$ cat src/rtl/lcd_800_480_timing.sv
// lcd_800_480_timing
// Pixel-clock-domain timing generator for an 800x480 parallel RGB panel.
// Waits for a stable PLL lock, scans the raster (active, front porch, sync,
// back porch on each axis) and enables the display after a few clean frames.
// All outputs are registered and derived from the previous clock's counters.

module lcd_800_480_timing #(
  parameter int   H_ACTIVE         = 800,
  parameter int   H_FRONT          = 40,
  parameter int   H_SYNC           = 48,
  parameter int   H_BACK           = 40,
  parameter int   V_ACTIVE         = 480,
  parameter int   V_FRONT          = 13,
  parameter int   V_SYNC           = 3,
  parameter int   V_BACK           = 32,
  parameter logic SYNC_ACTIVE_HIGH = 1'b0,
  parameter int   SETTLE_CYCLES    = 1024,
  parameter int   START_FRAMES     = 2
) (
  input  logic       clk,
  input  logic       rst_n,
  input  logic       pll_lock,
  output logic       hsync,
  output logic       vsync,
  output logic       de,
  output logic [9:0] x,
  output logic [9:0] y,
  output logic       frame_start,
  output logic       disp_on
);

  // Raster geometry; totals must not exceed 1024 so 10-bit counters suffice.
  localparam int H_TOTAL = H_ACTIVE + H_FRONT + H_SYNC + H_BACK;
  localparam int V_TOTAL = V_ACTIVE + V_FRONT + V_SYNC + V_BACK;

  localparam logic [9:0]  H_LAST   = 10'(H_TOTAL - 1);
  localparam logic [9:0]  V_LAST   = 10'(V_TOTAL - 1);
  // Window bounds are 11 bits wide so an end bound of 1024 is still exact.
  localparam logic [10:0] H_ACT_END = 11'(H_ACTIVE);
  localparam logic [10:0] V_ACT_END = 11'(V_ACTIVE);
  localparam logic [10:0] HS_BEG    = 11'(H_ACTIVE + H_FRONT);
  localparam logic [10:0] HS_END    = 11'(H_ACTIVE + H_FRONT + H_SYNC);
  localparam logic [10:0] VS_BEG    = 11'(V_ACTIVE + V_FRONT);
  localparam logic [10:0] VS_END    = 11'(V_ACTIVE + V_FRONT + V_SYNC);

  // Settle counter only has to reach SETTLE_CYCLES-1.
  localparam int SW = (SETTLE_CYCLES > 1) ? $clog2(SETTLE_CYCLES) : 1;
  localparam logic [SW-1:0] SETTLE_LAST = SW'(SETTLE_CYCLES - 1);

  // Frame counter saturates at START_FRAMES (expected to stay below 256).
  localparam logic [7:0] FRAME_SAT = 8'(START_FRAMES);

  localparam logic SYNC_ON  = SYNC_ACTIVE_HIGH;
  localparam logic SYNC_OFF = ~SYNC_ACTIVE_HIGH;

  typedef enum logic [1:0] {
    WAIT_LOCK = 2'd0,
    SETTLE    = 2'd1,
    RUN       = 2'd2
  } state_t;

  state_t        state;
  state_t        state_next;
  logic          lock_meta;
  logic          lock_s;
  logic [SW-1:0] settle_cnt;
  logic [SW-1:0] settle_next;
  logic [9:0]    h_cnt;
  logic [9:0]    h_next;
  logic [9:0]    v_cnt;
  logic [9:0]    v_next;
  logic [7:0]    frame_cnt;
  logic [7:0]    frame_next;

  logic          h_win;
  logic          v_win;
  logic          active;

  logic          hsync_next;
  logic          vsync_next;
  logic          de_next;
  logic [9:0]    x_next;
  logic [9:0]    y_next;
  logic          frame_start_next;
  logic          disp_on_next;

  // Two-flop synchronizer bringing the asynchronous PLL lock into clk.
  always_ff @(posedge clk or negedge rst_n) begin
    if (!rst_n) begin
      lock_meta <= 1'b0;
      lock_s    <= 1'b0;
    end else begin
      lock_meta <= pll_lock;
      lock_s    <= lock_meta;
    end
  end

  // FSM state and scan counters.
  always_ff @(posedge clk or negedge rst_n) begin
    if (!rst_n) begin
      state      <= WAIT_LOCK;
      settle_cnt <= '0;
      h_cnt      <= 10'd0;
      v_cnt      <= 10'd0;
      frame_cnt  <= 8'd0;
    end else begin
      state      <= state_next;
      settle_cnt <= settle_next;
      h_cnt      <= h_next;
      v_cnt      <= v_next;
      frame_cnt  <= frame_next;
    end
  end

  // Next-state and counter logic; everything outside RUN holds counters at 0.
  always_comb begin
    state_next  = state;
    settle_next = '0;
    h_next      = 10'd0;
    v_next      = 10'd0;
    frame_next  = 8'd0;
    case (state)
      WAIT_LOCK: begin
        if (lock_s) begin
          state_next = SETTLE;
        end else begin
          state_next = WAIT_LOCK;
        end
      end
      SETTLE: begin
        if (!lock_s) begin
          // Any lock loss seen here restarts the whole settle sequence.
          state_next = WAIT_LOCK;
        end else if (settle_cnt == SETTLE_LAST) begin
          state_next = RUN;
        end else begin
          state_next  = SETTLE;
          settle_next = settle_cnt + {{(SW-1){1'b0}}, 1'b1};
        end
      end
      RUN: begin
        if (!lock_s) begin
          // Abort the frame; counters drop to 0 through the defaults.
          state_next = WAIT_LOCK;
        end else begin
          state_next = RUN;
          if (h_cnt == H_LAST) begin
            h_next = 10'd0;
            if (v_cnt == V_LAST) begin
              v_next = 10'd0;
            end else begin
              v_next = v_cnt + 10'd1;
            end
          end else begin
            h_next = h_cnt + 10'd1;
            v_next = v_cnt;
          end
          if ((h_cnt == H_LAST) && (v_cnt == V_LAST) && (frame_cnt != FRAME_SAT)) begin
            frame_next = frame_cnt + 8'd1;
          end else begin
            frame_next = frame_cnt;
          end
        end
      end
      default: begin
        state_next = WAIT_LOCK;
      end
    endcase
  end

  assign h_win  = ({1'b0, h_cnt} >= HS_BEG) && ({1'b0, h_cnt} < HS_END);
  assign v_win  = ({1'b0, v_cnt} >= VS_BEG) && ({1'b0, v_cnt} < VS_END);
  assign active = ({1'b0, h_cnt} < H_ACT_END) && ({1'b0, v_cnt} < V_ACT_END);

  // Decode the current counters into the values the outputs take next clock.
  always_comb begin
    hsync_next       = SYNC_OFF;
    vsync_next       = SYNC_OFF;
    de_next          = 1'b0;
    x_next           = 10'd0;
    y_next           = 10'd0;
    frame_start_next = 1'b0;
    disp_on_next     = 1'b0;
    if (state == RUN) begin
      if (h_win) begin
        hsync_next = SYNC_ON;
      end else begin
        hsync_next = SYNC_OFF;
      end
      if (v_win) begin
        vsync_next = SYNC_ON;
      end else begin
        vsync_next = SYNC_OFF;
      end
      if (active) begin
        de_next = 1'b1;
        x_next  = h_cnt;
        y_next  = v_cnt;
      end else begin
        de_next = 1'b0;
        x_next  = 10'd0;
        y_next  = 10'd0;
      end
      frame_start_next = (h_cnt == 10'd0) && (v_cnt == 10'd0);
      disp_on_next     = (frame_cnt >= FRAME_SAT);
    end else begin
      hsync_next       = SYNC_OFF;
      vsync_next       = SYNC_OFF;
      frame_start_next = 1'b0;
      disp_on_next     = 1'b0;
    end
  end

  // Output registers; reset forces the idle levels immediately.
  always_ff @(posedge clk or negedge rst_n) begin
    if (!rst_n) begin
      hsync       <= SYNC_OFF;
      vsync       <= SYNC_OFF;
      de          <= 1'b0;
      x           <= 10'd0;
      y           <= 10'd0;
      frame_start <= 1'b0;
      disp_on     <= 1'b0;
    end else begin
      hsync       <= hsync_next;
      vsync       <= vsync_next;
      de          <= de_next;
      x           <= x_next;
      y           <= y_next;
      frame_start <= frame_start_next;
      disp_on     <= disp_on_next;
    end
  end

endmodule

$ cat config.mk
export PLATFORM = sky130hd
export DESIGN_NAME = lcd_800_480_timing
export DESIGN_NICKNAME = d
export VERILOG_FILES = /design/src/rtl/lcd_800_480_timing.sv
export SDC_FILE = /design/constraint.sdc
export NUM_CORES = 1
export LEC_CHECK = 0
export CORE_MARGIN = 2
export CORE_UTILIZATION = 60
export CTS_BUF_LIST = sky130_fd_sc_hd__clkbuf_4 sky130_fd_sc_hd__clkbuf_8 sky130_fd_sc_hd__clkbuf_16
export DETAILED_ROUTE_END_ITERATION = 16
export MAX_ROUTING_LAYER = met4
export PLACE_DENSITY_LB_ADDON = 0.08
export SLEW_MARGIN = 0
export SYNTH_ARGS = -nofsm -noshare
export SYNTH_HDL_FRONTEND = slang
export SYNTH_SLANG_ARGS = --single-unit
$ cat constraint.sdc
create_clock -name clk -period 3.97 [get_ports clk]
set_input_delay 0.9925 -clock clk [delete_from_list [all_inputs] [get_ports clk]]
set_output_delay 0.9925 -clock clk [all_outputs]
set_load 0.03 [all_outputs]
== After elaboration in Yosys (flattened, before gate mapping) ==
Cells that the tools add are included.

* Add/subtract/negate cells: 4
* $lt $le $gt $ge: 7
* Eq/ne operators: 8
* Muxes and demuxes: 30
* Reductions and logical operators: 9

{| class="wikitable"
|+ Operator list
! operator !! count
|-
| $mux W10 || 14
|-
| $add A10 B1 Y10 const B || 3
|-
| $eq A10 B10 Y1 const B || 3
|-
| $mux W8 || 3
|-
| $logic_not A10 Y1 || 2
|-
| $lt A10 B10 Y1 const B || 2
|-
| $lt A10 B9 Y1 const B || 2
|-
| $ge A10 B10 Y1 const B || 1
|-
| $ge A10 B9 Y1 const B || 1
|-
| $mux W1 || 9
|-
| $add A8 B1 Y8 const B || 1
|-
| $ge A8 B2 Y1 const B || 1
|-
| $ne A8 B2 Y1 const B || 1
|-
| $logic_and A1 B1 Y1 || 6
|-
| $mux W2 || 3
|-
| $ne A3 B3 Y1 const B || 2
|-
| $pmux W2 S3 || 1
|-
| $eq A2 B1 Y1 const B || 1
|-
| $eq A2 B2 Y1 const B || 1
|-
| $logic_not A2 Y1 || 1
|}

* Register bits after elaboration: 67
* Output and inout bits: 25

== Longest topological paths before layout ==
Gate-level depths: netlist (run 1).

* Depth after elaboration: 6
* Gate-level depth with buffers: 7
* Mapped depth without buffers: 6

== Worst setup path before layout (run 1) ==
No wires, ideal clock.

* Path kind: register to register
* Start point: register h_cnt[0]
* End point: register v_cnt[7]
* Library setup time: 0.082 ns
* Arrival time: 1.694 ns
* Data required time: 3.888 ns
* Slack: 2.194 ns
* Cell stages (with the launch flop): 7
* Path buffers: 0
* Clock period less this slack: 1.776 ns
* Path through: dfrtp_1 -> ha_1 -> nand3_1 -> o31ai_2 -> nand3_1 -> or3b_1 -> a31oi_1

* Cells in the longest elaborated chain, start to end: 2

{| class="wikitable"
|+ Ends and longest elaborated chain
! element !! RTL line !! text
|-
| start, declared || 68 || <nowiki>logic [9:0] h_cnt;</nowiki>
|-
| start signal, assigned || 109 || <nowiki>h_cnt <= h_next;</nowiki>
|-
| $eq A10 B10 Y1 || 147 || <nowiki>if (h_cnt == H_LAST) begin</nowiki>
|-
| $ne A3 B3 Y1 (no line) || - ||
|-
| end signal, assigned || 110 || <nowiki>v_cnt <= v_next;</nowiki>
|-
| end, declared || 70 || <nowiki>logic [9:0] v_cnt;</nowiki>
|}

Every way passes these cells.
A chain may end at the register's enable or synchronous reset.

== Final worst setup path (run 1) ==
* Start point: register vsync
* End point: output port vsync

{| class="wikitable"
|+ RTL lines
! element !! RTL line !! text
|-
| start, declared || 24 || <nowiki>output logic vsync,</nowiki>
|-
| start signal, assigned || 226 || <nowiki>vsync <= vsync_next;</nowiki>
|}

No word-level cell between the ends.

==> flow_summary.ini, run 1 <==
[route]
avgRoutedWirePerCell_um = 14.3
vias = 2175
drc = 0
dr.pass1.iters = 4
wirelength_mm = 5.56
dr.first_iter.drc_count = 160
ant_nets = 0
vias_per_cell = 5.58

[status]
status = completed

[placed_design]
postPlaceCellArea_um2 = 3350
place_congestion = 0.871
portBuffers = 27
placed_cells = 374
dp_hpwl_mm = 3.76

[layout]
ff_latch_area_um2 = 1680
drive_gt1_frac = 0.0867
final_cell_mix = dfrtp_1, nor2_1, clkdlybuf4s50_1, nand3_1, and2_1
n_fill_cell = 382
final_cell_area_um2 = 3550
finalNonFillerCells = 390
fin_nets = 330
layout_commonest_cell = dfrtp_1
insertedDiodeCount = 0
multi_input_area_um2 = 1270
area_delta_synth_final_pct = 16.7

[power]
power.share.clock = 0.434
ir_worst_vdd_mv = 0.409
switching_share = 0.202
p_sw_w = 0.000253
p_leak_nw = 1.56
power_frac_comb = 0.016
seq_power_share = 0.550
pwr_density_cell_nw_per_um2 = 353
p_int_w = 0.000998

[global_route]
gr-total-overflow = 0
grt_pass1_wl_mm = 9.49
antenna_found_initial = 0
grtUsageTotal = 0.234
grt_pass1_vias = 2029
grt_max_degree = 68

[die]
core_um2 = 4820
floorplan.initialDensity = 0.631
rows = 25
ios = 28
die_h_um = 75.2
die-area_um2 = 5650
die_w_um = 75.2

[clocking]
clkTransAtPathRegs_ns = 0.07
cts_num_sinks = 67
cts_root_buf = clkbuf_8
cts_setup_buffers = 0
clk_path_buf_depth = 2
cts_tree = yes
worstSkewPairLatency_ns = 0.34
cts_resized = 0
cts_buffers = 9
ctsHoldBuffers = 0
htree_levels = 3

[synth]
syn_avg_cell_area_um2 = 10.5
netlist.area_leader.share = 0.535
synth-async-reset-ratio = 1.00
synth_edf_count = 0
yosys.area.top_type = dfrtp_1
post_synth_main_area_contributors = dfrtp_1, nor2_1, ha_1, and2_1, xor2_1
ys_warn_count = 0
ys_seq_area_frac = 0.552
synth_nets = 302
syn_inst = 290
synth_flop_cell = dfrtp_1
yosysUniqueCellTypes = 43
syn_area_um2 = 3040
synth_seq_cells = 67

[hold_path]
holdCritPathClass = flip-flop to flip-flop

[worst_setup_path]
cp_max_fo = 1
critPathSlowestCell = clkdlybuf4s50_1
cp-end-kind = output pin
crit_family = buffers and inverters
required_ns = 2.98
critPathBufInv = 1
path_cells = clkdlybuf4s50_1
start_kind = flip-flop
critPathMaxStageDelay_ns = 0.66
cp.arrival_ns = 1.52
critPathKind = flip-flop to output pin

[run]
timing.max_cap.violations = 0

[sta]
rsz0062_at_grt = false
finClkSkew_ns = 0.00747
tns_ns = 0
period_share = 0.632
tightest_slew_ns = 1.10
maxSlewViolCount = 0
slew_headroom = 0.260
fmaxAchievable_ghz = 0.399
finalHoldWorstSlack_ns = 0.350
finalCriticalPeriod_ns = 2.51
setup_viol_count_final = 0
finalHoldViolations = 0
==> routing by layer <==
| layer | GRT usage | wire length [µm] |
|---|---|---|
| met3 | 0.0535 | 211 |
| met5 | - | 0 |
| met4 | 0.109 | 110 |
| met2 | 0.348 | 2670 |
| met1 | 0.308 | 2570 |
==> path summary, 6_finish.rpt <==
kind	startpoint	endpoint	slack [ns]	depth (start not counted)
min in group asynchronous	rst_n	de	0.83	2
worst max-delay path	vsync	vsync	1.46	1
worst min register to register	lock_meta	lock_s	0.35	0
worst min-delay path	lock_meta	lock_s	0.35	0
max in group asynchronous	rst_n	v_cnt[4]	2.63	2
worst max register to register	h_cnt[5]	x[9]	1.75	5
==> cell usage after synthesis, drive strengths merged, types with 9 or more instances <==
cell type  count
nor4          11
xor2          10
nand4         10
nor2          33
inv           10
ha             9
and3           9
dfrtp         65
nand3         18
o21ai         14
and2          16
nand2         15
==> area by class of cell <==
cell class / count / area share
Clock buffer: 15 / 0.0547
Clock inverter: 1 / 0.00141
Inverter: 10 / 0.0106
Multi-Input combinational cell: 201 / 0.357
Sequential cell: 67 / 0.473
Tap cell: 67 / 0.0236
Timing Repair Buffer: 29 / 0.0790
==> power groups by stage <==
stage                     Sequential, W  Clock, W  Combinational [W]
after floorplan                0.000701         0         0.00000345
after global placement         0.000700         0          0.0000213
after detailed placement       0.000700         0          0.0000217
after CTS                      0.000688  0.000549          0.0000217
after global routing           0.000688  0.000581          0.0000243
final                          0.000688  0.000543          0.0000205
==> flip-flops by register name, summed over array words and instances (netlist names) <==
| register | flops |
|---|---|
| v_cnt | 10 |
| y | 10 |
| disp_on | 1 |
| h_cnt | 10 |
| de | 1 |
| settle_cnt | 10 |
| lock_s | 1 |
| frame_cnt | 8 |
| vsync | 1 |
| x | 10 |
| frame_start | 1 |
| state | 2 |
| hsync | 1 |
| lock_meta | 1 |
==> metrics by stage <==
stage               setup WS [ns]  utilization  total power, W
floorplan                    2.19            -        0.000705
global placement             1.81        0.695        0.000722
detailed placement           1.70        0.695        0.000722
CTS                          1.45        0.736         0.00126
global route                 1.43        0.736         0.00129
finish                       1.46        0.736         0.00125
==> cell families (layout without fill, tap and decap cells) <==
kind of cell               after synthesis  in the layout  share of synthesized area
other                                    1              1                    0.00123
adders and majority gates                9              9                     0.0371
DFF                                     67             67                      0.552
AOI/OAI and AO/OA                       33             33                     0.0667
muxes                                    1              1                    0.00329
buffers and inverters                   22             55                     0.0305
and+or+nand+nor                        139            139                      0.257
xor gates and xnor gates                18             18                     0.0519
Note: power is estimated with default switching activity, not from simulation.
==> run 2, diff against run 1 <==
CORE_UTILIZATION = 57   (was 60)
clock period = 2.6 ns   (was 3.97 ns; I/O delays follow)
==> run 2 against run 1 <==
Against the previous run:
- die area increased by 5.0%
- register-to-register slack got worse by 1.2 ns
- combinational power increased by 66%
- via count increased by 1.9%
- clock power increased by 45%
- worst setup slack got worse by 1.0 ns
- wire length decreased by 1.8%
- total power increased by 49%
- critical path depth unchanged
- first-iteration DRC count decreased by 5.6%
- cell count increased by 1.8%
- sequential share of layout area decreased by 0.41 points
- largest cell class unchanged
- largest power group unchanged
==> flow_summary.ini, run 2 (synthesis results as in run 1) <==
[layout]
drive_gt1_frac = 0.0979
final_cell_area_um2 = 3580
n_fill_cell = 444
layout_commonest_cell = dfrtp_1
final_cell_mix = dfrtp_1, nor2_1, clkdlybuf4s50_1, nand3_1, and2_1
insertedDiodeCount = 0
fin_nets = 334
area_delta_synth_final_pct = 17.7

[power]
ir_worst_vdd_mv = 0.380
pwr_density_cell_nw_per_um2 = 522
p_leak_nw = 1.58

[clocking]
cts_buffers = 9
clkTransAtPathRegs_ns = 0.07
cts_root_buf = clkbuf_8
cts_tree = yes
cts_setup_buffers = 0
worstSkewPairLatency_ns = 0.33
cts_resized = 0
cts_num_sinks = 67
ctsHoldBuffers = 0
clk_path_buf_depth = 2
htree_levels = 3

[sta]
finalHoldViolations = 0
maxSlewViolCount = 0
finalCriticalPeriod_ns = 2.16
slew_headroom = 0.627
setup_viol_count_final = 0
fmaxAchievable_ghz = 0.464
finClkSkew_ns = 0.00657
rsz0062_at_grt = false
tightest_slew_ns = 0.560
tns_ns = 0
period_share = 0.830

[placed_design]
postPlaceCellArea_um2 = 3390
place_congestion = 0.926
portBuffers = 27
dp_hpwl_mm = 3.76

[run]
timing.max_cap.violations = 0

[global_route]
grt_max_degree = 44
antenna_found_initial = 0
grt_pass1_wl_mm = 9.52
grtUsageTotal = 0.207
grt_pass1_vias = 2075
gr-total-overflow = 0

[die]
die-area_um2 = 5930
die_w_um = 77.0
die_h_um = 77.0
floorplan.initialDensity = 0.591
rows = 26
ios = 28
core_um2 = 5140

[route]
dr.first_iter.drc_count = 151
drc = 0
wirelength_mm = 5.46
vias_per_cell = 5.58
dr.pass1.iters = 4
ant_nets = 0
avgRoutedWirePerCell_um = 13.8
vias = 2217

[hold_path]
holdCritPathClass = primary input to asynchronous set/reset pin

[worst_setup_path]
critPathSlowestCell = clkdlybuf4s50_1
critPathBufInv = 1
crit_family = buffers and inverters
cp_max_fo = 1
required_ns = 1.95
start_kind = flip-flop
path_cells = clkdlybuf4s50_1
cp-end-kind = output pin
critPathMaxStageDelay_ns = 0.66
r2r_slack_ns = 0.54
cp.arrival_ns = 1.51
critPathKind = flip-flop to output pin

[status]
status = completed
run 2: cell types whose count changed in the layout (fill, tap and decap cells not counted), sizes merged:
| cell | before | now |
|---|---|---|
| clkbuf | 15 | 14 |
| clkinv | 1 | 2 |
| buf | 3 | 7 |
run 2: final cells by class:
| type | instances | area [µm²] | area share |
|---|---|---|---|
| Tap cell | 70 | 87.6 | 0.0245 |
| Timing Repair Buffer | 33 | 323 | 0.0902 |
| Inverter | 10 | 37.5 | 0.0105 |
| Clock inverter | 2 | 10.0 | 0.00280 |
| Multi-Input combinational cell | 201 | 1270 | 0.354 |
| Clock buffer | 14 | 174 | 0.0486 |
| Sequential cell | 67 | 1680 | 0.469 |
run 2: metal layers:
metal  up-vias  GRT usage  wire length [µm]
met1      1063      0.276              2570
met2        62      0.317              2540
li1       1078          -                 -
met3        14     0.0412               241
met4         0     0.0839               108
met5         -          -                 0
run 2: metrics by stage:
stage	utilization	hold slack [ns]	setup slack [ns]	cells	total power (W)
CTS	0.696	0.318	0.428	397	0.00188
global placement	0.660	0.333	0.641	381	0.00110
floorplan	-	0.331	0.824	290	0.00108
finish	0.696	0.306	0.443	397	0.00187
global route	0.696	0.345	0.378	397	0.00194
detailed placement	0.660	0.337	0.570	381	0.00111
run 2: path summary, 6_finish.rpt:
check	start	end	depth (start not counted)
setup / recovery	hsync	hsync	1
hold / removal	rst_n	x[3]	1
setup reg to reg	v_cnt[5]	frame_cnt[5]	5
hold reg to reg	lock_meta	lock_s	0
max in group asynchronous	rst_n	vsync	2
min in group clk	lock_meta	lock_s	0
run 2: power by group:
| group | total, W | switching, W | leakage, nW | internal, W |
|---|---|---|---|---|
| Combinational | 0.0000340 | 0.0000256 | 0.561 | 0.00000842 |
| Clock | 0.000785 | 0.000357 | 0.101 | 0.000428 |
| Sequential | 0.00105 | 0.00000310 | 0.919 | 0.00105 |
| Total | 0.00187 | 0.000386 | 1.58 | 0.00148 |
==> run 3, diff against run 2 <==
CORE_UTILIZATION = 51   (was 57)
clock period = 1.8 ns   (was 2.6 ns; I/O delays follow)
==> run 3 against run 2 <==
Against the previous run:
- worst hold slack worse by 0.19 ns
- largest power group unchanged
- total power is 43% higher
- sequential cell count stayed put
- clock-buffer cell count is 1 higher
==> flow_summary.ini, run 3 (synthesis results as in run 1) <==
[die]
die_w_um = 81.2
die_h_um = 81.2
floorplan.initialDensity = 0.519
die-area_um2 = 6590
ios = 28
rows = 28
core_um2 = 5850

[worst_setup_path]
required_ns = 1.35
critPathMaxStageDelay_ns = 0.66
start_kind = flip-flop
critPathKind = flip-flop to output pin
cp-end-kind = output pin
cp_max_fo = 1
cp.arrival_ns = 1.32
r2r_slack_ns = 0.04
critPathSlowestCell = clkdlybuf4s50_1
critPathBufInv = 1
crit_family = buffers and inverters
path_cells = clkdlybuf4s50_1

[clocking]
htree_levels = 3
cts_root_buf = clkbuf_8
ctsHoldBuffers = 0
cts_num_sinks = 67
clkTransAtPathRegs_ns = 0.06
cts_tree = yes
worstSkewPairLatency_ns = 0.34
clk_path_buf_depth = 2
cts_buffers = 9

[route]
avgRoutedWirePerCell_um = 13.5
dr.first_iter.drc_count = 158
drc = 0
wirelength_mm = 5.83
vias = 2300
vias_per_cell = 5.34
dr.pass1.iters = 4
ant_nets = 0

[placed_design]
dp_hpwl_mm = 4.08
placed_cells = 412
dp_slack_ns = -0.0430
portBuffers = 27
place_congestion = 0.894

[global_route]
antenna_found_initial = 0
grt_busiest_layer = met2
grt_use_met1 = 0.264
grt_use_met2 = 0.317
global_route.usage.met3 = 0.0422
grtUsageTotal = 0.210
gr-total-overflow = 0
grt_pass1_vias = 2174
grt_pass1_wl_mm = 10.0
grt_max_degree = 68

[power]
ir_worst_vdd_mv = 0.530
p_total_w = 0.00267
p_leak_nw = 2.05
pwr_density_cell_nw_per_um2 = 687

[layout]
finalNonFillerCells = 431
insertedDiodeCount = 0
drive_gt1_frac = 0.208
fin_nets = 363
final_cell_mix = dfrtp_1, buf_4, nor2_1, dlymetal6s2s_1
area_delta_synth_final_pct = 27.9
n_fill_cell = 448
layout_commonest_cell = dfrtp_1

[run]
timing.max_cap.violations = 0

[status]
status = completed

[sta]
finalCriticalPeriod_ns = 1.77
rsz0062_at_grt = true
period_share = 0.982
maxSlewViolCount = 0
finClkSkew_ns = 0.00769
finalHoldViolations = 0
setup_viol_count_final = 0
worst_slack_ns = 0.0315
fmaxAchievable_ghz = 0.565

[hold_path]
holdCritPathClass = primary input to asynchronous set/reset pin
[run 3: area by class of cell]
| cell class | instances | area [µm²] | area share |
|---|---|---|---|
| clock inverter | 1 | 5.00 | 0.00129 |
| inverter | 10 | 37.5 | 0.00966 |
| tap | 75 | 93.8 | 0.0241 |
| multi-input combinational | 201 | 1320 | 0.340 |
| clock buffer | 15 | 169 | 0.0435 |
| timing repair buffer | 62 | 582 | 0.150 |
| sequential | 67 | 1680 | 0.432 |
[run 3: path summary, 6_finish.rpt]
| kind | from | to | depth (start not counted) |
|---|---|---|---|
| worst max-delay path | y[1] | y[1] | 1 |
| worst min-delay path | rst_n | de | 2 |
| worst max register to register | v_cnt[7] | frame_cnt[3] | 5 |
| worst min register to register | lock_meta | lock_s | 0 |
| max in group asynchronous | rst_n | hsync | 2 |
| min in group clk | lock_meta | lock_s | 0 |
[run 3: repair_timing]
item | CTS | global route
setup buffers | 2 | 1
pin swaps | 3 | 10
hold endpoints to repair | 0 | 0
endpoints found under the setup margin | 6 | 28
resized for setup | 5 | 32
[run 3: report_power, final]
group	leakage, nW	total (W)	switching (W)	internal, W
combinational	1.04	0.0000490	0.0000368	0.0000122
sequential	0.919	0.00152	0.00000463	0.00151
clock	0.0962	0.00110	0.000511	0.000591
total	2.05	0.00267	0.000552	0.00212
[run 3: through the flow]
stage,instance area (µm²),utilization,hold slack [ns],TNS [ns]
after detailed placement,3600,0.615,0.347,-0.0680
after global placement,3600,0.615,0.333,0
after global routing,3890,0.664,0.148,-0.0575
after CTS,3780,0.647,0.128,0
final,3890,0.664,0.120,0
after floorplan,3040,-,0.154,0
[run 3: layer usage]
layer | vias to the layer above | wire [µm]
met5 | - | 0
met4 | 0 | 131
met3 | 10 | 243
met2 | 53 | 2770
met1 | 1113 | 2690
li1 | 1124 | -
